$ cat src/rtl/rr_grant_sched.sv
// Round-robin grant scheduler: one requester at a time owns a shared resource until it
// finishes, aborts, or exceeds the hold limit; the pointer then moves past the old owner.
module rr_grant_sched #(
    parameter int unsigned WIDTH       = 8,
    parameter int unsigned COUNT_WIDTH = $clog2(WIDTH),
    parameter int unsigned MAX_HOLD    = 16
) (
    input  logic                   clk,
    input  logic                   rst_n,
    input  logic [WIDTH-1:0]       in_req,
    input  logic                   in_done,
    output logic [COUNT_WIDTH-1:0] o_grant,
    output logic [WIDTH-1:0]       o_grant_oh,
    output logic                   o_valid,
    output logic                   o_empty,
    output logic                   o_timeout
);

    typedef enum logic {
        StIdle,
        StBusy
    } state_t;

    localparam logic [7:0]             HoldLast = 8'(MAX_HOLD - 1);
    localparam logic [COUNT_WIDTH-1:0] One      = COUNT_WIDTH'(1);

    state_t                   r_state;
    state_t                   w_state_next;
    logic [COUNT_WIDTH-1:0]   r_ptr;
    logic [COUNT_WIDTH-1:0]   w_ptr_next;
    logic [COUNT_WIDTH-1:0]   r_grant;
    logic [COUNT_WIDTH-1:0]   w_grant_next;
    logic [WIDTH-1:0]         r_grant_oh;
    logic [WIDTH-1:0]         w_grant_oh_next;
    logic [7:0]               r_hold;
    logic [7:0]               w_hold_next;
    logic                     r_timeout;
    logic                     w_timeout_next;

    logic                     w_hold_hit;
    logic                     w_abort;
    logic                     w_release;
    logic [COUNT_WIDTH-1:0]   w_search;
    logic [COUNT_WIDTH-1:0]   w_idx;
    logic [COUNT_WIDTH-1:0]   w_win;
    logic                     w_found;

    always_ff @(posedge clk) begin
        if (!rst_n) begin
            r_state    <= StIdle;
            r_ptr      <= '0;
            r_grant    <= '0;
            r_grant_oh <= '0;
            r_hold     <= '0;
            r_timeout  <= 1'b0;
        end else begin
            r_state    <= w_state_next;
            r_ptr      <= w_ptr_next;
            r_grant    <= w_grant_next;
            r_grant_oh <= w_grant_oh_next;
            r_hold     <= w_hold_next;
            r_timeout  <= w_timeout_next;
        end
    end

    // On release the search already starts past the old owner, so it re-wins only last.
    always_comb begin
        w_hold_hit = (r_hold == HoldLast);
        w_abort    = ~in_req[r_grant];
        w_release  = (r_state == StBusy) && (in_done || w_abort || w_hold_hit);
        w_search   = w_release ? (r_grant + One) : r_ptr;
        w_found    = 1'b0;
        w_win      = '0;
        w_idx      = '0;
        for (int i = 0; i < WIDTH; i++) begin
            w_idx = w_search + COUNT_WIDTH'(i);
            if (!w_found && in_req[w_idx]) begin
                w_found = 1'b1;
                w_win   = w_idx;
            end
        end
    end

    always_comb begin
        w_state_next    = r_state;
        w_ptr_next      = r_ptr;
        w_grant_next    = r_grant;
        w_grant_oh_next = r_grant_oh;
        w_hold_next     = r_hold;
        w_timeout_next  = 1'b0;
        unique case (r_state)
            StIdle: begin
                if (w_found) begin
                    w_state_next    = StBusy;
                    w_grant_next    = w_win;
                    w_grant_oh_next = WIDTH'(1) << w_win;
                    w_hold_next     = '0;
                end
            end
            StBusy: begin
                if (w_release) begin
                    w_ptr_next     = r_grant + One;
                    // A completion or abort in the same cycle outranks the hold limit.
                    w_timeout_next = w_hold_hit && !in_done && !w_abort;
                    w_hold_next    = '0;
                    if (w_found) begin
                        w_grant_next    = w_win;
                        w_grant_oh_next = WIDTH'(1) << w_win;
                    end else begin
                        w_state_next    = StIdle;
                        w_grant_next    = '0;
                        w_grant_oh_next = '0;
                    end
                end else if (r_hold != 8'hFF) begin
                    w_hold_next = r_hold + 8'd1;
                end
            end
            default: begin
                w_state_next = StIdle;
            end
        endcase
    end

    assign o_grant    = r_grant;
    assign o_grant_oh = r_grant_oh;
    assign o_valid    = (r_state == StBusy);
    assign o_empty    = (r_state == StIdle);
    assign o_timeout  = r_timeout;

endmodule

$ cat config.mk
export PLATFORM = sky130hd
export DESIGN_NAME = rr_grant_sched
export DESIGN_NICKNAME = d
export VERILOG_FILES = /design/src/rtl/rr_grant_sched.sv
export SDC_FILE = /design/constraint.sdc
export NUM_CORES = 1
export LEC_CHECK = 0
export CORE_MARGIN = 2
export CORE_UTILIZATION = 45
export DETAILED_ROUTE_END_ITERATION = 6
export PLACE_DENSITY_LB_ADDON = 0.25
export REMOVE_ABC_BUFFERS = 1
export SYNTH_ARGS = -nofsm -noshare
export SYNTH_HDL_FRONTEND = slang
export SYNTH_SLANG_ARGS = --single-unit
$ cat constraint.sdc
create_clock -name clk -period 5.97 [get_ports clk]
set_input_delay 0.597 -clock clk [delete_from_list [all_inputs] [get_ports clk]]
set_output_delay 0.597 -clock clk [all_outputs]
set_load 0.1 [all_outputs]
Yosys cells after proc, flatten, opt, wreduce, memory -nomap -nowiden. Cells that the tools add are included.

Bits in latches: 0. Output and inout port bits: 14. Memories kept: 0. Input port bits: 11. Bits in registers: 24. Bits in writable memories: 0. Memory bits (read-only): 0.

$lt $le $gt $ge: 9. Reduce and logical (&&, ||, !) cells: 23. Shift-type cells: 1. $mul: 0. Bitwise logic cells: 2. Mux-type cells: 50. Divide/modulo/power cells: 0. Eq/ne operators: 5. Add/subtract/negate cells: 9.

Operators with widths (number): $mux W8 (6); $lt A3 B4 Y1 const B (9); $mux W3 (12); $pmux W8 S2 (2); $bmux W1 S3 (9); $mux W1 (19); $add A3 B3 Y3 const B (4); $logic_and A1 B1 Y1 (10); $add A8 B1 Y8 const B (1); $eq A8 B4 Y1 const B (1); $logic_not A1 Y1 (8); $ne A8 B8 Y1 const B (1); $shl A1 B3 Y8 const A (1); $add A3 B1 Y3 const B (2); $add A3 B2 Y3 const B (2); $pmux W3 S2 (1); $ne A2 B1 Y1 const B (2); $reduce_and A2 Y1 (2); $ne A3 B1 Y1 const B (1); $reduce_and A3 Y1 (1); $logic_or A1 B1 Y1 (2); $not A1 Y1 (2); $pmux W1 S2 (1).

Longest topological paths before layout. Gate-level depths: netlist of run 1.

Depth after elaboration: 35. Mapped depth: 19.

Least setup slack after synthesis of run 1. Ideal clock, no wire load.

Path kind: register to register. From: register r_grant[0] (netlist: o_grant[0]). To: register r_grant[2] (netlist: o_grant[2]). Path buffers: 4. Setup slack: 0.622 ns. Data required time: 5.852 ns. Clock period less this slack: 5.348 ns. Arrival: 5.231 ns. Cell stages (with the launch flop): 18. Setup time: 0.118 ns. Path through: dfxtp_1 -> buf_6 -> mux2i_1 -> a221o_1 -> o31ai_4 -> mux2_4 -> clkbuf_1 -> ha_1 -> buf_1 -> mux2_2 -> mux2i_2 -> mux2_2 -> a32oi_1 -> or3_1 -> buf_6 -> nor4_2 -> and3b_4 -> a32o_1.

Word-level cells in the longest chain between the ends: 34.

Ends and longest elaborated chain: start, declared (line 31) `logic [COUNT_WIDTH-1:0] r_grant;`; start signal, assigned (line 59) `r_grant <= w_grant_next;`; branches (longest 34 deep; another with $add A3 B1 Y3).

Several ways; the timed one is not identified. The select of a mux whose other input is x is not followed. A chain may end at the register's enable or synchronous reset.

Final worst setup path of run 1.
From: input port in_req[7]. To: register r_hold[7].

Word-level cells in the longest chain between the ends: 33.

Ends and longest elaborated chain: start, declared (line 10) `input logic [WIDTH-1:0] in_req,`; branches (longest 33 deep; another with $add A3 B1 Y3); end signal, assigned (line 61) `r_hold <= w_hold_next;`; end, declared (line 35) `logic [7:0] r_hold;`.

Several ways; the timed one is not identified. The select of a mux whose other input is x is not followed.

==> results of run 1 <==
cells by family (layout without fill, tap and decap cells):
group           count (synthesis)  in the layout  share of synthesized area (%)
buf+inv                        22             39                           4.67
mux                            35             35                           16.7
compound gates                 91             91                           31.3
xor+xnor                        5              5                           2.20
flops                          24             24                           20.6
fa+ha+maj                       4              4                           2.15
simple gates                   93             93                           22.4
final timing paths:
kind	slack [ns]	to	cells past startpoint	from
hold / removal	0.47	o_grant_oh[3]$_SDFFE_PN0P_	2	o_grant_oh[3]$_SDFFE_PN0P_
hold reg to reg	0.47	o_grant_oh[3]$_SDFFE_PN0P_	2	o_grant_oh[3]$_SDFFE_PN0P_
setup reg to reg	0.99	r_hold[7]$_SDFFE_PN0P_	13	o_grant[0]$_SDFFE_PN0P_
setup / recovery	0.74	r_hold[7]$_SDFFE_PN0P_	14	in_req[7]
synth_stat cells, types with 3 or more instances:
cell / number
a2111oi_0: 4
a211o_1: 3
a21boi_0: 3
a21oi_1: 16
a31oi_1: 3
and2_1: 6
and3_1: 4
clkbuf_1: 5
dfxtp_1: 24
ha_1: 4
inv_1: 9
mux2_2: 11
mux2_4: 3
mux2i_1: 17
nand2_1: 18
nand2b_1: 3
nand3_1: 20
nand4_1: 6
nor2_1: 11
nor3_1: 4
o21ai_0: 12
o22ai_1: 3
o31ai_1: 12
or3_1: 7
or4_1: 3
xnor2_1: 3
per-stage QoR:
step	util (%)	hold WS [ns]	power (mW)	cells	instance area, um^2
2_1_floorplan	-	0.448	1.08	263	2270
3_3_place_gp	51.6	0.458	1.30	358	2600
3_5_place_dp	51.6	0.463	1.30	358	2600
4_1_cts	52.5	0.474	1.40	361	2650
5_1_grt	52.5	0.513	1.50	361	2650
6_report	52.5	0.470	1.40	361	2650
worst max-delay path, stage by stage:
cell and delay (ns):
clkdlybuf4s50_1 0.54, mux2i_1 0.17, a221o_1 0.44, o31ai_4 0.31, mux2_4 0.44, ha_1 0.48, mux2_2 0.39, mux2i_2 0.30
mux2_2 0.22, a32oi_1 0.13, or3_1 0.56, o31ai_4 0.53, or4_1 0.20, a21oi_1 0.06
cell usage in the layout (no fill, tap or decap), types with 4 or more instances in the layout:
cell type	count
clkdlybuf4s50_1	24
dfxtp_1	24
nand3_1	20
nand2_1	18
mux2i_1	17
a21oi_1	16
o21ai_0	12
o31ai_1	12
nor2_1	11
mux2_2	11
inv_1	9
or3_1	7
and2_1	6
nand4_1	6
and3_1	4
nor3_1	4
a2111oi_0	4
ha_1	4
report_power, final:
group | switching (mW) | leakage (nW) | total (mW) | internal (mW)
logic | 0.703 | 0.712 | 1.10 | 0.395
registers | 0.0265 | 0.195 | 0.215 | 0.188
clock network | 0.0470 | 0.0216 | 0.0920 | 0.0450
total | 0.776 | 0.929 | 1.40 | 0.628
routing by layer:
metal / share of wire (%) / global-route usage (%) / up-vias
met5: 0 / 0 / -
met1: 46 / 26.4 / 1074
met3: 4.7 / 3.08 / 10
met2: 47 / 33.0 / 52
met4: 1.6 / 6.36 / 0
li1: - / - / 1120
cell type report:
class	count	area [um^2]
fill	480	2400
multi-input combinational	228	1740
sequential	24	480
timing repair buffer	25	248
tap	70	87.6
inverter	11	46.3
clock buffer	3	41.3
state kept, by name, summed over array words and instances, names as in the netlist:
name and cells:
o_grant_oh 8, r_hold 8, o_grant 3, r_ptr 3
o_timeout 1, o_valid 1
==> metrics.md, run 1 <==
| Metric | Value |
|---|---|
| Core box area | `roughly 0.0050 mm^2` |
| Worst-path clk slew | `0.08 ns` |
| Startpoint types | `input pin` |
| Final Max Slew Viols | `0` |
| NumNets Final | `308` |
| Synth top area cells | `dfxtp_1, mux2i_1, mux2_2` |
| CTS tree | `yes` |
| Post-synth top area share | `around a fifth` |
| Vias per cell | `between 6 and 7` |
| HPWL Detailed | `~4600 um` |
| Peak Freq | `approximately 190 MHz` |
| Worst Hold Class | `register to register` |
| Worst skew pair latency | `0.26 ns` |
| Setup slack after layout | `0.744 ns` |
| DIE AREA | `approximately 0.0058 mm^2` |
| CTS Sinks | `24` |
| Max Clock Skew | `just under 0.003 ns` |
| Critical path class | `input pin to register` |
| Max cap viols | `0` |
| Final setup vio count | `0` |
| PwrDens | `around 530 mW/mm^2` |
| Largest net degree at the start of global routing | `22` |
| Port buffer count | `24` |
| CTS H-Tree Depth | `1` |
| RSZ-0062 raised after global routing | `false` |
| Setup WS pre-CTS | `~0.51 ns` |
| Critical Path Fanout Max | `17` |
| Worst Max-Slew Pin Slew | `about 0.97 ns` |
| Min cycle time layout | `5.23 ns` |
| # DRC | `0` |
| First-pass DRT Iterations | `4` |
| Cells after Synth | `approximately 270` |
| YS warnings | `0` |
| Netlist cell types | `72` |
| Critical Path RT | `approximately 6 ns` |
| Status | `completed` |
| Primary FF master, synth | `dfxtp_1` |
| Die H | `between 70 and 80 um` |
| Longest Clk Path Bufs | `2` |
| Slew Limit Headroom | `around a third` |
| Syn-to-layout area delta | `13.5%` |
| Total wire length | `5800 um` |
| Post-synth top area cell | `dfxtp_1` |
| Tot GR Track Use | `19.8%` |
| Routed WL per cell | `roughly 16 um` |
| CTS resizes | `0` |
| Site Rows | `26` |
| Cell Area, Synth | `between 0.002 and 0.0025 mm^2` |
| Antenna Nets Post-Route | `0` |
| Cts hold-fix bufs | `0` |
| Period utilisation layout | `~88%` |
| Number of DRC markers in iteration 0 | `94` |
| Grt total ovfl | `0` |
| Worst setup EP type | `register` |
| Via Count | `around 2300` |
| First-pass GRT wire length | `9720 um` |
| Crit path arrival time | `approximately 5.4 ns` |
| # diodes | `0` |
| Seq/Total Area, Yosys | `around a fifth` |
| Setup TNS | `0 ns` |
| Die Span X | `roughly 76 um` |
| Postcts setup bufs | `0` |
| Peak VDD IR | `roughly 200 uV` |
| IO Count | `25` |
| CTS root buffer | `clkbuf_8` |
| Initial Utilization | `46.2%` |
| Antenna violations before repair | `0` |
| Syn_area_per_cell | `8.51 um^2` |
| RD Place Congestion | `around 0.9` |
| Leak pwr | `about 0.93 nW` |
| Post-synth EDFFs | `0` |
| Final Hold Fails | `0` |
| Layout cells sized above 1 | `between 10% and 20%` |
| Ys async rst share | `0%` |
| Synthesized flop and latch total | `24` |
| TritonCTS Buffers | `3` |
| Vias in the first global route | `approximately 2100` |
No activity file was read; power rests on OpenSTA's default activity.
==> run 2, diff against run 1 <==
--- a/config.mk
+++ b/config.mk
@@ -5,9 +5,11 @@
 export SDC_FILE = /design/constraint.sdc
 export NUM_CORES = 1
 export LEC_CHECK = 0
+export CORE_ASPECT_RATIO = 0.9
 export CORE_MARGIN = 2
 export CORE_UTILIZATION = 45
 export DETAILED_ROUTE_END_ITERATION = 6
+export MAX_ROUTING_LAYER = met4
 export PLACE_DENSITY_LB_ADDON = 0.25
 export REMOVE_ABC_BUFFERS = 1
 export SYNTH_ARGS = -nofsm -noshare
==> run 2 against run 1 <==
Effect of this change:
- register-to-register slack worse by 0.05 ns
- worst hold slack worse by 0.0021 ns
- highest routed layer unchanged
- largest cell class unchanged
- via count up 2.7%
- first-iteration DRC count up 120%
- clock skew about the same
- design area up 0.28%
- critical path type unchanged
- global-route usage up 3.0 points
==> metrics.md, run 2 (same netlist as run 1, synthesis figures left out) <==
| Metric | Value |
|---|---|
| First-pass DRT Iterations | `5` |
| Site Rows | `24` |
| Final Hold Fails | `0` |
| Routed WL per cell | `17.2 um` |
| Final Max Slew Viols | `0` |
| Via Count | `~2300` |
| Peak Freq | `about 190 MHz` |
| Hold depth | `2` |
| # DRC | `0` |
| Post-Place Cells | `approximately 350` |
| RD Place Congestion | `around 0.93` |
| Max cap viols | `0` |
| Sw power | `0.796 mW` |
| Total wire length | `slightly above 6000 um` |
| Syn-to-layout area delta | `13.8%` |
| Most frequent cells in the layout | `clkdlybuf4s50_1, dfxtp_1, nand3_1, nand2_1, mux2i_1` |
| Critical Path RT | `between 6 and 7 ns` |
| Critical path class | `input pin to register` |
| Crit path arrival time | `~5.5 ns` |
| Leak pwr | `between 0.9 and 1 nW` |
| Port buffer count | `24` |
| DIE AREA | `0.00577 mm^2` |
| Period utilisation layout | `about nine tenths` |
| Logic gate share of total power | `between 70 and 80%` |
| Worst skew pair latency | `around 0.26 ns` |
| Cts hold-fix bufs | `0` |
| PwrDens | `542 mW/mm^2` |
| Non-filler cells, final | `~360` |
| CTS tree | `yes` |
| Worst-path clk slew | `about 0.080 ns` |
| Die H | `72.3 um` |
| CTS H-Tree Depth | `1` |
| P_int | `roughly 0.64 mW` |
| RSZ-0062 raised after global routing | `false` |
| Die Span X | `between 70 and 80 um` |
| Peak VDD IR | `roughly 280 uV` |
| Setup TNS | `0 ns` |
| Vias per cell | `roughly 6.5` |
| Final instance area | `~0.0027 mm^2` |
| Sw Ratio | `between 50% and 60%` |
| Layout cells sized above 1 | `~14%` |
| Startpoint types | `input pin` |
| Slew Limit Headroom | `around a third` |
| Antenna violations before repair | `0` |
| Initial Utilization | `between 40 and 50%` |
| HPWL Detailed | `roughly 4600 um` |
| TritonCTS Buffers | `3` |
| # diodes | `0` |
| CTS root buffer | `clkbuf_8` |
| CTS resizes | `0` |
| Largest net degree at the start of global routing | `22` |
| Max Clock Skew | `around 0.0027 ns` |
| DP Area | `between 0.002 and 0.003 mm^2` |
| NumNets Final | `roughly 310` |
| Worst setup EP type | `register` |
| First-pass GRT wire length | `around 10000 um` |
| Worst Max-Slew Pin Slew | `a little under 1 ns` |
| CTS Sinks | `24` |
| Vias in the first global route | `between 2000 and 2500` |
| Final setup vio count | `0` |
| Tot GR Track Use | `22.8%` |
| Seq pwr share | `about 15%` |
| WHS | `about 0.47 ns` |
| IO Count | `25` |
| Postcts setup bufs | `0` |
| Worst Hold Class | `register to register` |
| Longest Clk Path Bufs | `2` |
| Critical Path Fanout Max | `17` |
| Core box area | `a little under 0.005 mm^2` |
| Antenna Nets Post-Route | `0` |
| Grt total ovfl | `0` |
| Reg2reg path depth | `14` |
| Status | `completed` |
| Clock power share | `between 7 and 8%` |
| Number of DRC markers in iteration 0 | `207` |
| Min cycle time layout | `approximately 5.3 ns` |
[run 2: cell types whose count changed in the layout (fill, tap and decap cells not counted), sizes merged]
| cell | delta |
|---|---|
| clkbuf | +1 |
[run 2: cell type report]
class,instances,area [um^2]
Tap cell,65,81.3
Sequential cell,24,480
Multi-Input combinational cell,228,1740
Clock buffer,4,55.1
Fill cell,480,2270
Inverter,11,46.3
Timing Repair Buffer,25,248
[run 2: per-layer routing]
layer / track usage, % / vias to the layer above / routed length [um]
li1: - / 1115 / -
met1: 32.7 / 1101 / 2960
met2: 34.5 / 93 / 2730
met3: 3.23 / 8 / 391
met4: 4.33 / 0 / 74
met5: - / - / 0
[run 2: final timing paths]
path | start | end | slack [ns]
max | in_req[6] | r_hold[7]$_SDFFE_PN0P_ | 0.69
min | o_grant_oh[2]$_SDFFE_PN0P_ | o_grant_oh[2]$_SDFFE_PN0P_ | 0.47
max reg2reg | o_grant[0]$_SDFFE_PN0P_ | r_hold[7]$_SDFFE_PN0P_ | 0.94
min reg2reg | o_grant_oh[2]$_SDFFE_PN0P_ | o_grant_oh[2]$_SDFFE_PN0P_ | 0.47
[run 2: power by group through the flow]
| stage | clock network [mW] | registers, mW | logic [mW] |
|---|---|---|---|
| after floorplan | 0 | 0.362 | 0.716 |
| after global placement | 0 | 0.219 | 1.09 |
| after detailed placement | 0 | 0.219 | 1.09 |
| after CTS | 0.110 | 0.215 | 1.10 |
| after global routing | 0.119 | 0.219 | 1.21 |
| final | 0.107 | 0.216 | 1.12 |
[run 2: stage by stage]
step | setup WS (ns) | util (%) | power (mW)
final | 0.695 | 53.9 | 1.44
after global placement | 0.576 | 52.7 | 1.31
after floorplan | 0.607 | - | 1.08
after CTS | 0.751 | 53.9 | 1.43
after global routing | 0.398 | 53.9 | 1.54
after detailed placement | 0.485 | 52.7 | 1.31
[run 2: critical path, cell delays in order]
cell,delay (ns)
clkdlybuf4s50_1,0.54
mux2i_1,0.18
a221o_1,0.44
o31ai_4,0.31
mux2_4,0.44
ha_1,0.50
mux2_2,0.39
mux2i_2,0.29
mux2_2,0.21
a32oi_1,0.13
or3_1,0.56
o31ai_2,0.27
buf_4,0.23
nand2_1,0.17
a21oi_1,0.20
==> run 3, diff against run 2 <==
--- a/config.mk
+++ b/config.mk
@@ -8,10 +8,12 @@
 export CORE_ASPECT_RATIO = 0.9
 export CORE_MARGIN = 2
 export CORE_UTILIZATION = 45
+export CTS_BUF_LIST = sky130_fd_sc_hd__clkbuf_8
 export DETAILED_ROUTE_END_ITERATION = 6
 export MAX_ROUTING_LAYER = met4
 export PLACE_DENSITY_LB_ADDON = 0.25
 export REMOVE_ABC_BUFFERS = 1
+export SKIP_CTS_REPAIR_TIMING = 1
 export SYNTH_ARGS = -nofsm -noshare
 export SYNTH_HDL_FRONTEND = slang
 export SYNTH_SLANG_ARGS = --single-unit
==> results of run 3 <==
Final layout, timing and power as in run 2 (identical DEF).
